## src/rtl/nfa_stream_feeder.sv

```systemverilog
// Byte-stream feeder for a bank of NFA match engines: buffers host bytes, frames
// each packet with a start-of-data pulse and LAT pad beats, then reports the match result.
module nfa_stream_feeder #(
  parameter int          DEPTH = 8,
  parameter int          LAT   = 2,
  parameter logic [7:0]  PAD   = 8'h00,
  parameter int          LEN_W = 16
) (
  input  logic             clk,
  input  logic             rst_n,
  input  logic             in_valid,
  output logic             in_ready,
  input  logic [7:0]       in_data,
  input  logic             in_last,
  output logic [7:0]       char,
  output logic             en,
  output logic             sod,
  input  logic             match,
  output logic             res_valid,
  input  logic             res_ready,
  output logic             res_match,
  output logic [LEN_W-1:0] res_len
);

  localparam int AW = $clog2(DEPTH);
  localparam int DW = (LAT < 1) ? 1 : $clog2(LAT + 1);
  localparam logic [DW-1:0] LAT_C = DW'(LAT);

  typedef enum logic [2:0] {
    IDLE   = 3'd0,
    START  = 3'd1,
    STREAM = 3'd2,
    DRAIN  = 3'd3,
    REPORT = 3'd4
  } state_t;

  state_t           state_q, state_d;
  logic [AW:0]      wr_ptr_q, wr_ptr_d;
  logic [AW:0]      rd_ptr_q, rd_ptr_d;
  logic [7:0]       char_q, char_d;
  logic             en_q, en_d;
  logic             sod_q, sod_d;
  logic [LEN_W-1:0] len_q, len_d;
  logic [DW-1:0]    drain_q, drain_d;
  logic             res_valid_q, res_valid_d;
  logic             res_match_q, res_match_d;
  logic [LEN_W-1:0] res_len_q, res_len_d;

  logic [8:0] mem [DEPTH];
  logic [8:0] head;
  logic       fifo_empty;
  logic       fifo_full;
  logic       push;
  logic       pop;

  // Pointers carry one wrap bit so full and empty are distinguishable.
  assign fifo_empty = (wr_ptr_q == rd_ptr_q);
  assign fifo_full  = (wr_ptr_q[AW] != rd_ptr_q[AW]) &&
                      (wr_ptr_q[AW-1:0] == rd_ptr_q[AW-1:0]);
  assign in_ready   = ~fifo_full;
  assign push       = in_valid & ~fifo_full;
  assign head       = mem[rd_ptr_q[AW-1:0]];

  always_ff @(posedge clk) begin
    if (push) begin
      mem[wr_ptr_q[AW-1:0]] <= {in_last, in_data};
    end
  end

  always_comb begin
    wr_ptr_d = wr_ptr_q + {{AW{1'b0}}, push};
    rd_ptr_d = rd_ptr_q + {{AW{1'b0}}, pop};
  end

  always_comb begin
    state_d     = state_q;
    char_d      = char_q;
    en_d        = 1'b0;
    sod_d       = 1'b0;
    len_d       = len_q;
    drain_d     = drain_q;
    res_valid_d = res_valid_q;
    res_match_d = res_match_q;
    res_len_d   = res_len_q;
    pop         = 1'b0;
    case (state_q)
      IDLE: begin
        if (!fifo_empty) begin
          state_d = START;
          sod_d   = 1'b1;
        end
      end
      START: begin
        state_d = STREAM;
      end
      STREAM: begin
        if (!fifo_empty) begin
          pop    = 1'b1;
          char_d = head[7:0];
          en_d   = 1'b1;
          len_d  = (&len_q) ? len_q : len_q + LEN_W'(1);
          if (head[8]) begin
            state_d = DRAIN;
            drain_d = '0;
          end
        end
      end
      DRAIN: begin
        // Pad beats issued while counting; the count reaches LAT in the cycle
        // the last pad is on the bus, which is when match reflects the last byte.
        if (drain_q == LAT_C) begin
          state_d     = REPORT;
          res_valid_d = 1'b1;
          res_match_d = match;
          res_len_d   = len_q;
        end else begin
          drain_d = drain_q + DW'(1);
          char_d  = PAD;
          en_d    = 1'b1;
        end
      end
      REPORT: begin
        if (res_ready) begin
          state_d     = IDLE;
          res_valid_d = 1'b0;
          len_d       = '0;
        end
      end
      default: begin
        state_d = IDLE;
      end
    endcase
  end

  always_ff @(posedge clk or negedge rst_n) begin
    if (!rst_n) begin
      state_q     <= IDLE;
      wr_ptr_q    <= '0;
      rd_ptr_q    <= '0;
      char_q      <= '0;
      en_q        <= 1'b0;
      sod_q       <= 1'b0;
      len_q       <= '0;
      drain_q     <= '0;
      res_valid_q <= 1'b0;
      res_match_q <= 1'b0;
      res_len_q   <= '0;
    end else begin
      state_q     <= state_d;
      wr_ptr_q    <= wr_ptr_d;
      rd_ptr_q    <= rd_ptr_d;
      char_q      <= char_d;
      en_q        <= en_d;
      sod_q       <= sod_d;
      len_q       <= len_d;
      drain_q     <= drain_d;
      res_valid_q <= res_valid_d;
      res_match_q <= res_match_d;
      res_len_q   <= res_len_d;
    end
  end

  assign char      = char_q;
  assign en        = en_q;
  assign sod       = sod_q;
  assign res_valid = res_valid_q;
  assign res_match = res_match_q;
  assign res_len   = res_len_q;

endmodule
```

## config.mk

```make
export PLATFORM = sky130hd
export DESIGN_NAME = nfa_stream_feeder
export DESIGN_NICKNAME = d
export VERILOG_FILES = /design/src/rtl/nfa_stream_feeder.sv
export SDC_FILE = /design/constraint.sdc
export NUM_CORES = 1
export LEC_CHECK = 0
export BUFFER_PORTS_ARGS = -buffer_cell sky130_fd_sc_hd__buf_2
export CAP_MARGIN = 20
export CORE_UTILIZATION = 25
export DETAILED_ROUTE_END_ITERATION = 16
export HOLD_SLACK_MARGIN = 0.15
export PLACE_DENSITY = 0.38
export REMOVE_ABC_BUFFERS = 1
export SYNTH_ARGS = -nofsm -noshare
export SYNTH_HDL_FRONTEND = slang
export SYNTH_SLANG_ARGS = --single-unit
```

## constraint.sdc

```tcl
create_clock -name clk -period 2.55 [get_ports clk]
set_clock_uncertainty 0.15 [all_clocks]
set_input_delay 0.255 -clock clk [delete_from_list [all_inputs] [get_ports clk]]
set_output_delay 0.255 -clock clk [all_outputs]
set_load 0.1 [all_outputs]
```

==> results of run 1 <==
## final cells by class
type | instances | area [um2] | area share, %
clock buffers | 19 | 433 | 6.53
clock inverters | 13 | 116 | 1.76
inverters | 5 | 21.3 | 0.321
multi-input cells | 185 | 1630 | 24.6
flip-flops and latches | 129 | 3590 | 54.2
well taps | 275 | 344 | 5.19
repair buffers | 70 | 493 | 7.44
## final timing paths
check / from / to / slack (ns) / cells after the start
max in group asynchronous: rst_n / char[4]$_DFFE_PN0P_ / 1.39 / 3
max reg2reg: len_q[0]$_DFFE_PN0P_ / len_q[5]$_DFFE_PN0P_ / 0.34 / 6
min in group clk: drain_q[0]$_DFFE_PN0P_ / drain_q[0]$_DFFE_PN0P_ / 0.32 / 1
min: rst_n / res_len[3]$_DFFE_PN0P_ / 0.26 / 2
min reg2reg: drain_q[0]$_DFFE_PN0P_ / drain_q[0]$_DFFE_PN0P_ / 0.32 / 1
max: len_q[0]$_DFFE_PN0P_ / len_q[5]$_DFFE_PN0P_ / 0.34 / 6
## timing repair
action	in CTS	in global routing
hold buffers	13	0
setup buffers	0	0
setup endpoints to repair	0	0
hold endpoints to repair	102	0
## stage by stage
step / instances / util [%] / hold slack (ns) / worst slack, ns
floorplan: 319 / - / -0.191 / -0.971
global placement: 651 / 28.4 / 0.179 / 0.364
detailed placement: 651 / 28.4 / 0.185 / 0.351
CTS: 696 / 31.6 / 0.281 / 0.323
global route: 696 / 31.6 / 0.314 / 0.159
finish: 696 / 31.6 / 0.259 / 0.335
## cells in the final DEF (no fill, tap or decap), drive strengths merged, types with 3 or more instances in the layout
cell type	netlist	routed
a21oi	11	11
and3	4	4
buf	12	57
clkbuf	4	19
clkinv	0	7
clkinvlp	0	5
dfrtp	57	57
dlygate4sd3	0	13
edfxtp	72	72
ha	6	6
inv	5	5
mux2	16	16
mux2i	13	13
mux4	17	17
nand2	13	13
nand2b	4	4
nand3	19	19
nand4	4	4
nor2	11	11
nor3	4	4
o211ai	3	3
o21ai	21	21
o31ai	4	4
or3	10	10
xnor2	6	6
xor2	6	6
## critical path, stage by stage (launching register included)
cell	delay (ns)
dfrtp_1	0.42
ha_1	0.19
nand3_1	0.14
or2_2	0.38
o31ai_4	0.53
o21ai_0	0.17
a21oi_1	0.15
## layer usage
layer / share of wire, % / routed length, um
met1: 47 / 5150
met3: 3.4 / 373
met2: 48 / 5290
met4: 1.1 / 116
met5: 0 / 0
## sequential cells by signal (all words and copies together) (netlist names), 2 cells and up
register,cells
mem,72
rd_ptr_q,4
char,8
res_len,16
state_q,3
wr_ptr_q,4
len_q,16
drain_q,2
## cell usage after synthesis (all sizes together)
library cell  instances
mux2i                13
o211ai                3
xor2                  6
mux2                 16
nor2                 11
nor3                  4
buf                  12
nand4                 4
a21oi                11
nand3                19
xnor2                 6
nor4                  2
or3                  10
dfrtp                57
ha                    6
nor2b                 1
nor3b                 1
clkbuf                4
and3                  4
and4                  2
o41ai                 1
edfxtp               72
mux4                 17
o21ai                21
inv                   5
nand2b                4
a41oi                 1
o2111ai               1
or2                   1
and2                  2
o31ai                 4
o22ai                 1
nand2                13
## logic make-up after synthesis
group	count (synthesis)	synth area share (%)
compound gates	43	5.53
xor+xnor	12	2.39
fa+ha+maj	6	1.41
buf+inv	21	2.27
flops	129	67.2
mux	46	13.2
simple gates	78	8.01
==> summary.md, run 1 <==
| Metric | Value |
|---|---|
| Status | complete, no violations |
| Die area | 21900 um2 |
| Setup_tns | 0 ns |
| Clk root buf | clkbuf_16 |
| Die Y | 148 um |
| CP Class | register to register |
| Met2 Use GR | 17.9% |
| # rows | 53 |
| Final Max Slew Viols | 0 |
| RSZ-0062 raised after global routing | no |
| Arrival time worst endpoint | 2.39 ns |
| First-pass GRT wire length | 17500 um |
| Initial antenna violation count | 0 |
| WL per Instance | 15.7 um |
| Initial DRC Count | 113 |
| Gr usage total | 11.0% |
| Final setup viols | 0 |
| Antenna Cells | 0 |
| Hold Path Class | input port to async pin |
| Post-DP Area | 5950 um2 |
| Cell Area, Synth | 5340 um2 |
| WP data required | 2.73 ns |
| Met3 usage | 3.65% |
| Fillcell total | 2117 |
| Synth warnings | 0 |
| Syn-to-layout area delta | 24.1% |
| Slew HR | 55.4% |
| Share of synthesized area occupied by flip-flops and latches | 67.2% |
| Fin crit period | 2.21 ns |
| Most Crowded Layer GR | met2 |
| Synthesized area per cell | 15.9 um2 |
| Netlist cell types | 45 |
| H-tree depth | 4 |
| Routed vias | 2974 |
| Crit share post-route | 86.8% |
| Pin count of the biggest net entering global routing | 31 |
| Worst-margin pin slew | 0.670 ns |
| Core area | 21000 um2 |
| Layout Nets | 428 |
| CTS buffer count | 17 |
| Top cell type's share of synthesized area | 40.5% |
| Top Ports | 43 |
| CP Capture Type | register |
| Flops & latches, synth | 129 |
| MaxCap Viol Count | 0 |
| Number of cells upsized or downsized after cts | 0 |
| Leading area contributor after synthesis | edfxtp_1 |
| Final instance area | 6630 um2 |
| Fmax | 452 MHz |
| Syn Inst Count | 335 |
| Startpoint Class | register |
| CTS tree | yes |
| Total clock sinks | 129 |
| Die W | 148 um |
| Proportion of layout cells with a drive suffix above 1 | 30.2% |
| Total iterations of the first detailed-routing run | 4 |
| Clock Path Buffers | 2 |
| Gr ovfl total | 0 |
| Routed wire length | 10900 um |
| Synth area leaders | edfxtp_1 (40%), dfrtp_1 (27%), mux4_2 (5.9%) |
| Maximum fanout along the worst path | 16 |
| Initial Util | 25.5% |
| Clock transition at path regs | 0.06 ns |
| DP HPWL | 7170 um |
| Final hold viol count | 0 |
| Post-route DRC | 0 |
| Final ANT Viol Nets | 0 |
| GPL Wtd Cong | 0.704 |
| Vias per Instance | 4.27 |
| Worst skew pair latency | 0.41 ns |
| IO Port Bufs | 42 |
| Met1 Usage GRT | 13.6% |
| Vias in the first global route | 3037 |
Power of run 1 is left out: the tool's default activity adds up to more than one toggle a clock period on the data nets, which glitch-free logic cannot reach.
==> run 2: changes to the inputs <==
--- a/config.mk
+++ b/config.mk
@@ -5,12 +5,12 @@
 export SDC_FILE = /design/constraint.sdc
 export NUM_CORES = 1
 export LEC_CHECK = 0
-export BUFFER_PORTS_ARGS = -buffer_cell sky130_fd_sc_hd__buf_2
 export CAP_MARGIN = 20
 export CORE_UTILIZATION = 25
 export DETAILED_ROUTE_END_ITERATION = 16
+export DONT_BUFFER_PORTS = 1
 export HOLD_SLACK_MARGIN = 0.15
-export PLACE_DENSITY = 0.38
+export PLACE_DENSITY = 0.36
 export REMOVE_ABC_BUFFERS = 1
 export SYNTH_ARGS = -nofsm -noshare
 export SYNTH_HDL_FRONTEND = slang
==> run 2 against run 1 <==
Net effect:
- via count decreased by 1.0%
- flip-flop and latch count unchanged
- wire length increased by 6.2%
- utilization decreased by 0.41 points
- final cell count decreased by 3.6%
- non-clock buffer count decreased by 25
- first-iteration DRC count increased by 2.7%
- critical path depth unchanged
==> summary.md, run 2 (same netlist as run 1, synthesis figures left out) <==
| Metric | Value |
|---|---|
| Status | complete, no violations (unchanged) |
| Routed vias | 2944 (was 2974) |
| CTS tree | yes (unchanged) |
| Vias in the first global route | 3100 (was 3037) |
| GPL Wtd Cong | 0.700 (was 0.704) |
| Startpoint Class | register (unchanged) |
| Clk root buf | clkbuf_16 (unchanged) |
| Final hold viol count | 0 (unchanged) |
| Syn-to-layout area delta | 22.5% (was 24.1%) |
| Commonest cells after routing, fill and taps aside | edfxtp_1 (72), dfrtp_1 (57), buf_4 (31), nand3_1 (19), clkbuf_16 (17) (was edfxtp_1 (72), dfrtp_1 (57), buf_2 (41), nand3_1 (19), clkbuf_16 (17)) |
| Arrival time worst endpoint | 2.44 ns (was 2.39 ns) |
| Fmax | 446 MHz (was 452 MHz) |
| Total iterations of the first detailed-routing run | 4 (unchanged) |
| Vias per Instance | 4.39 (was 4.27) |
| Worst-margin pin slew | 0.916 ns (was 0.670 ns) |
| Top Ports | 43 (unchanged) |
| Final ANT Viol Nets | 0 (unchanged) |
| CP Capture Type | register (unchanged) |
| WL per Instance | 17.3 um (was 15.7 um) |
| Post-DP Area | 5820 um2 (was 5950 um2) |
| Initial antenna violation count | 0 (unchanged) |
| Final setup viols | 0 (unchanged) |
| Initial Util | 25.5% (unchanged) |
| Slew HR | 39.0% (was 55.4%) |
| Initial DRC Count | 116 (was 113) |
| Pin count of the biggest net entering global routing | 58 (was 31) |
| Worst skew pair latency | 0.42 ns (was 0.41 ns) |
| RSZ-0062 raised after global routing | no (unchanged) |
| Hold Path Class | input port to register (was input port to async pin) |
| Crit-path cells | ha_1 > nand3_1 > or2_2 > o31ai_4 > o21ai_0 > a21oi_1 (unchanged) |
| Die W | 148 um (unchanged) |
| DP HPWL | 7350 um (was 7170 um) |
| Worst hold path startpoint | res_ready |
| Proportion of layout cells with a drive suffix above 1 | 26.3% (was 30.2%) |
| Worst hold margin | 0.180 ns (was 0.259 ns) |
| MaxCap Viol Count | 0 (unchanged) |
| Post-route DRC | 0 (unchanged) |
| CP Class | register to register (unchanged) |
| CTS buffer count | 17 (unchanged) |
| Antenna Cells | 0 (unchanged) |
| Gr usage total | 11.8% (was 11.0%) |
| First-pass GRT wire length | 18300 um (was 17500 um) |
| Die area | 21900 um2 (unchanged) |
| Routed wire length | 11600 um (was 10900 um) |
| Layout Nets | 403 (was 428) |
| CP startpoint | len_q[0]$_DFFE_PN0P_ (unchanged) |
| Core area | 21000 um2 (unchanged) |
| Slowest stage delay, CP | 0.56 ns (was 0.53 ns) |
| Critical-path top delay cell | o31ai_4 (unchanged) |
| IO Port Bufs | 0 (was 42) |
| WP data required | 2.75 ns (was 2.73 ns) |
| Number of cells upsized or downsized after cts | 0 (unchanged) |
| Max reg flops | 72 (unchanged) |
| H-tree depth | 4 (unchanged) |
| Maximum fanout along the worst path | 16 (unchanged) |
| Clock Path Buffers | 2 (unchanged) |
| RR Startpoint | len_q[0]$_DFFE_PN0P_ (unchanged) |
| Crit share post-route | 87.9% (was 86.8%) |
| Clock transition at path regs | 0.06 ns (about the same) |
| Total clock sinks | 129 (unchanged) |
| Fin crit period | 2.24 ns (was 2.21 ns) |
| Final Max Slew Viols | 0 (unchanged) |
| Post-layout util | 31.2% (was 31.6%) |
| Die Y | 148 um (unchanged) |
| # rows | 53 (unchanged) |
| Commonest non-fill, non-tap cell in the layout | edfxtp_1 (unchanged) |
| Gr ovfl total | 0 (unchanged) |
| Final instance area | 6540 um2 (was 6630 um2) |
-- run 2: critical path: cells and delay by family (launching register included) --
kind / cells / cell delay (ns)
AND/OR/NAND/NOR: 2 / 0.52
adder cells (fa/ha/maj): 1 / 0.19
AO/OA/AOI/OAI: 3 / 0.88
flip-flops: 1 / 0.42
-- run 2: per-layer routing --
layer  up-vias  share of wire (%)  GRT usage (%)  routed length (um)
met5         -                  0              0                   0
met4         0                1.2           4.64                 142
met3         9                3.9           3.68                 449
met2        50                 51           19.6                5910
met1      1512                 44           14.1                5100
li1       1373                  -              -                   -
-- run 2: repair_timing --
item,CTS,global route
hold endpoints to repair,138,0
hold buffers,14,0
buffers inserted,0,0
-- run 2: area by class of cell --
type	count	area [um2]
multi-input combinational	185	1630
tap	275	344
timing repair buffer	45	390
sequential	129	3590
clock buffer	17	425
fill	2148	14400
inverter	5	21.3
clock inverter	15	141
-- run 2: path summary, 6_finish.rpt --
kind	to	slack [ns]	depth (start not counted)
worst max-delay path	len_q[3]$_DFFE_PN0P_	0.31	6
worst min-delay path	len_q[9]$_DFFE_PN0P_	0.18	2
worst max register to register	len_q[3]$_DFFE_PN0P_	0.31	6
worst min register to register	drain_q[0]$_DFFE_PN0P_	0.33	1
max in group asynchronous	char[1]$_DFFE_PN0P_	1.76	2
min in group asynchronous	res_match$_DFFE_PN0P_	0.21	2
-- run 2: per-stage QoR --
step	TNS [ns]	setup slack [ns]	std cells
after floorplan	-66.80	-0.971	319
after global placement	0	0.345	625
after detailed placement	0	0.312	625
after CTS	0	0.304	671
after global routing	0	0.0383	671
final	0	0.309	671
Power of run 2 is left out for the same reason.
==> run 3: changes to the inputs <==
--- a/config.mk
+++ b/config.mk
@@ -6,11 +6,13 @@
 export NUM_CORES = 1
 export LEC_CHECK = 0
 export CAP_MARGIN = 20
+export CELL_PAD_IN_SITES_DETAIL_PLACEMENT = 1
+export CELL_PAD_IN_SITES_GLOBAL_PLACEMENT = 1
 export CORE_UTILIZATION = 25
 export DETAILED_ROUTE_END_ITERATION = 16
 export DONT_BUFFER_PORTS = 1
 export HOLD_SLACK_MARGIN = 0.15
-export PLACE_DENSITY = 0.36
+export PLACE_DENSITY = 0.41
 export REMOVE_ABC_BUFFERS = 1
 export SYNTH_ARGS = -nofsm -noshare
 export SYNTH_HDL_FRONTEND = slang
==> run 3 against run 2 <==
Net effect:
- via count increased by 1.9%
- highest routed layer is now met5
- critical endpoint is now mem[5][1]$_DFFE_PP_
- final cell count shrank 0.45%
- worst hold slack gained 0.042 ns
- setup slack better by 0.089 ns
- global-route usage is 0.54 points higher
- first-iteration DRC count up 1.7%
- final area grew 0.46%
- count of clock-buffer cells in the layout increased by 1
- utilization up 0.14 points
- die area unchanged
- register-to-register slack better by 0.09 ns
- flip-flop and latch count is the same
==> summary.md, run 3 (same netlist as run 1, synthesis figures left out) <==
| Metric | Value |
|---|---|
| Vias per Instance | 4.49 (was 4.39) |
| Routed vias | 3000 (was 2944) |
| RSZ-0062 raised after global routing | no (unchanged) |
| CTS buffer count | 17 (unchanged) |
| Routed wire length | 12400 um (was 11600 um) |
| Fin crit period | 2.15 ns (was 2.24 ns) |
| Worst skew pair latency | 0.41 ns (was 0.42 ns) |
| IO Port Bufs | 0 (unchanged) |
| Core area | 21000 um2 (unchanged) |
| Max reg flops | 72 (unchanged) |
| Pin count of the biggest net entering global routing | 58 (unchanged) |
| Vias in the first global route | 3311 (was 3100) |
| GPL Wtd Cong | 0.714 (was 0.700) |
| Final hold viol count | 0 (unchanged) |
| Delay-heaviest family, CP | buffers and inverters (was compound AO/OA/AOI/OAI gates) |
| Setup crit end | mem[5][1]$_DFFE_PP_ (was len_q[3]$_DFFE_PN0P_) |
| Final worst slack | 0.398 ns (was 0.309 ns) |
| CP Capture Type | register (unchanged) |
| Fmax | 465 MHz (was 446 MHz) |
| Fillcell total | 2230 (was 2148) |
| Post-layout util | 31.4% (was 31.2%) |
| Reg2Reg Setup Slack | 0.40 ns (was 0.31 ns) |
| Initial Util | 25.5% (unchanged) |
| RR Startpoint | rd_ptr_q[1]$_DFF_PN0_ (was len_q[0]$_DFFE_PN0P_) |
| Commonest non-fill, non-tap cell in the layout | edfxtp_1 (unchanged) |
| Die W | 148 um (unchanged) |
| Total clock sinks | 129 (unchanged) |
| Post-route DRC | 0 (unchanged) |
| RR Endpoint | mem[5][1]$_DFFE_PP_ (was len_q[3]$_DFFE_PN0P_) |
| Reg2Reg Depth | 7 (was 6) |
| Antenna Cells | 0 (unchanged) |
| WP data required | 2.51 ns (was 2.75 ns) |
| Commonest cells after routing, fill and taps aside | edfxtp_1 (72), dfrtp_1 (57), buf_4 (28), nand3_1 (19), clkbuf_16 (17) (was edfxtp_1 (72), dfrtp_1 (57), buf_4 (31), nand3_1 (19), clkbuf_16 (17)) |
| Number of cells upsized or downsized after cts | 0 (unchanged) |
| Arrival time worst endpoint | 2.11 ns (was 2.44 ns) |
| Clock Path Buffers | 2 (unchanged) |
| H-tree depth | 4 (unchanged) |
| Clock transition at path regs | 0.06 ns (about the same) |
| Gr usage total | 12.3% (was 11.8%) |
| Slowest stage delay, CP | 0.41 ns (was 0.56 ns) |
| WL per Instance | 18.5 um (was 17.3 um) |
| Area of the multi-input gates | 1630 um2 (unchanged) |
| Register area | 3590 um2 (unchanged) |
| Layout Nets | 400 (was 403) |
| Gr ovfl total | 0 (unchanged) |
| CP startpoint | rd_ptr_q[1]$_DFF_PN0_ (was len_q[0]$_DFFE_PN0P_) |
| Levels on crit path | 7 (was 6) |
| CP bufs+invs | 2 (was 0) |
| Final setup viols | 0 (unchanged) |
| Die area | 21900 um2 (unchanged) |
| Initial antenna violation count | 1 (was 0) |
| Final ANT Viol Nets | 0 (unchanged) |
| Hold Path Class | input port to async pin (was input port to register) |
| Die Y | 148 um (unchanged) |
| Final Max Slew Viols | 0 (unchanged) |
| Worst-margin pin slew | 0.901 ns (was 0.916 ns) |
| MaxCap Viol Count | 0 (unchanged) |
| DP HPWL | 8160 um (was 7350 um) |
| Startpoint Class | register (unchanged) |
| Most common cell on crit path | buf_4 |
| CP Class | register to register (unchanged) |
| CTS tree | yes (unchanged) |
| Crit-path cells | buf_4 > xnor2_1 > nand4_1 > and2_1 > nand2_1 > nor2_1 > buf_4 (was ha_1 > nand3_1 > or2_2 > o31ai_4 > o21ai_0 > a21oi_1) |
| Status | complete, no violations (unchanged) |
| Critical-path top delay cell | dfrtp_1 (was o31ai_4) |
| Total iterations of the first detailed-routing run | 4 (unchanged) |
| Clk root buf | clkbuf_16 (unchanged) |
| Maximum fanout along the worst path | 20 (was 16) |
| Crit share post-route | 84.4% (was 87.9%) |
| Top Ports | 43 (unchanged) |
| First-pass GRT wire length | 19500 um (was 18300 um) |
| Post-Place Worst Slack | 0.403 ns (was 0.312 ns) |
| Proportion of layout cells with a drive suffix above 1 | 25.4% (was 26.3%) |
| Slew HR | 40.0% (was 39.0%) |
| Setup repair bufs after CTS | 0 (unchanged) |
| Syn-to-layout area delta | 23.1% (was 22.5%) |
| Initial DRC Count | 118 (was 116) |
| # rows | 53 (unchanged) |
## run 3: cell count changes in the layout (fill, tap and decap cells not counted), sizes merged
cell and delta:
bufinv +4, buf -3, clkbuf +1, clkinvlp +2, clkinv +2, inv -9
## run 3: worst register-to-register path: stages (launching register included)
cell     delay [ns]
dfrtp_1        0.41
buf_4          0.35
xnor2_1        0.12
nand4_1        0.10
and2_1         0.21
nand2_1        0.12
nor2_1         0.15
buf_4          0.23
## run 3: what timing repair did
item / 4_1_cts / 5_1_grt
endpoints found under the setup margin: 0 / 0
hold endpoints to repair: 138 / 0
hold buffers: 14 / 0
## run 3: final cells by class
class	count	area share [%]
Clock inverter	14	2.89
Clock buffer	18	6.53
Inverter	5	0.324
Multi-Input combinational cell	185	24.8
Tap cell	275	5.24
Timing Repair Buffer	42	5.60
Sequential cell	129	54.6
## run 3: how the worst min path moves through the flow
stage / startpoint / to / slack [ns] / cells past startpoint
after global placement: rst_n / res_len[0]$_DFFE_PN0P_ / -0.19 / 0
after detailed placement: rst_n / res_len[0]$_DFFE_PN0P_ / -0.19 / 0
after CTS: rst_n / res_len[0]$_DFFE_PN0P_ / 0.21 / 2
after global routing: res_ready / len_q[9]$_DFFE_PN0P_ / 0.23 / 2
final: rst_n / res_len[0]$_DFFE_PN0P_ / 0.22 / 2
after floorplan: rst_n / char[0]$_DFFE_PN0P_ / -0.19 / 0
## run 3: layer usage
metal | up-vias | wire (um) | GRT usage (%) | share of wire [%]
met1 | 1569 | 5660 | 15.1 | 46
met4 | 2 | 134 | 4.59 | 1.1
li1 | 1374 | - | - | -
met2 | 40 | 6210 | 20.4 | 50
met5 | - | 17 | 0 | 0.14
met3 | 15 | 350 | 3.68 | 2.8
## run 3: through the flow
stage	cells	cell area (um2)	hold WS [ns]	TNS, ns
after floorplan	319	5240	-0.191	-66.80
after global placement	622	5790	-0.189	0
after detailed placement	622	5790	-0.189	0
after CTS	668	6570	0.206	0
after global routing	668	6570	0.226	0
final	668	6570	0.222	0
Power of run 3 is left out for the same reason.
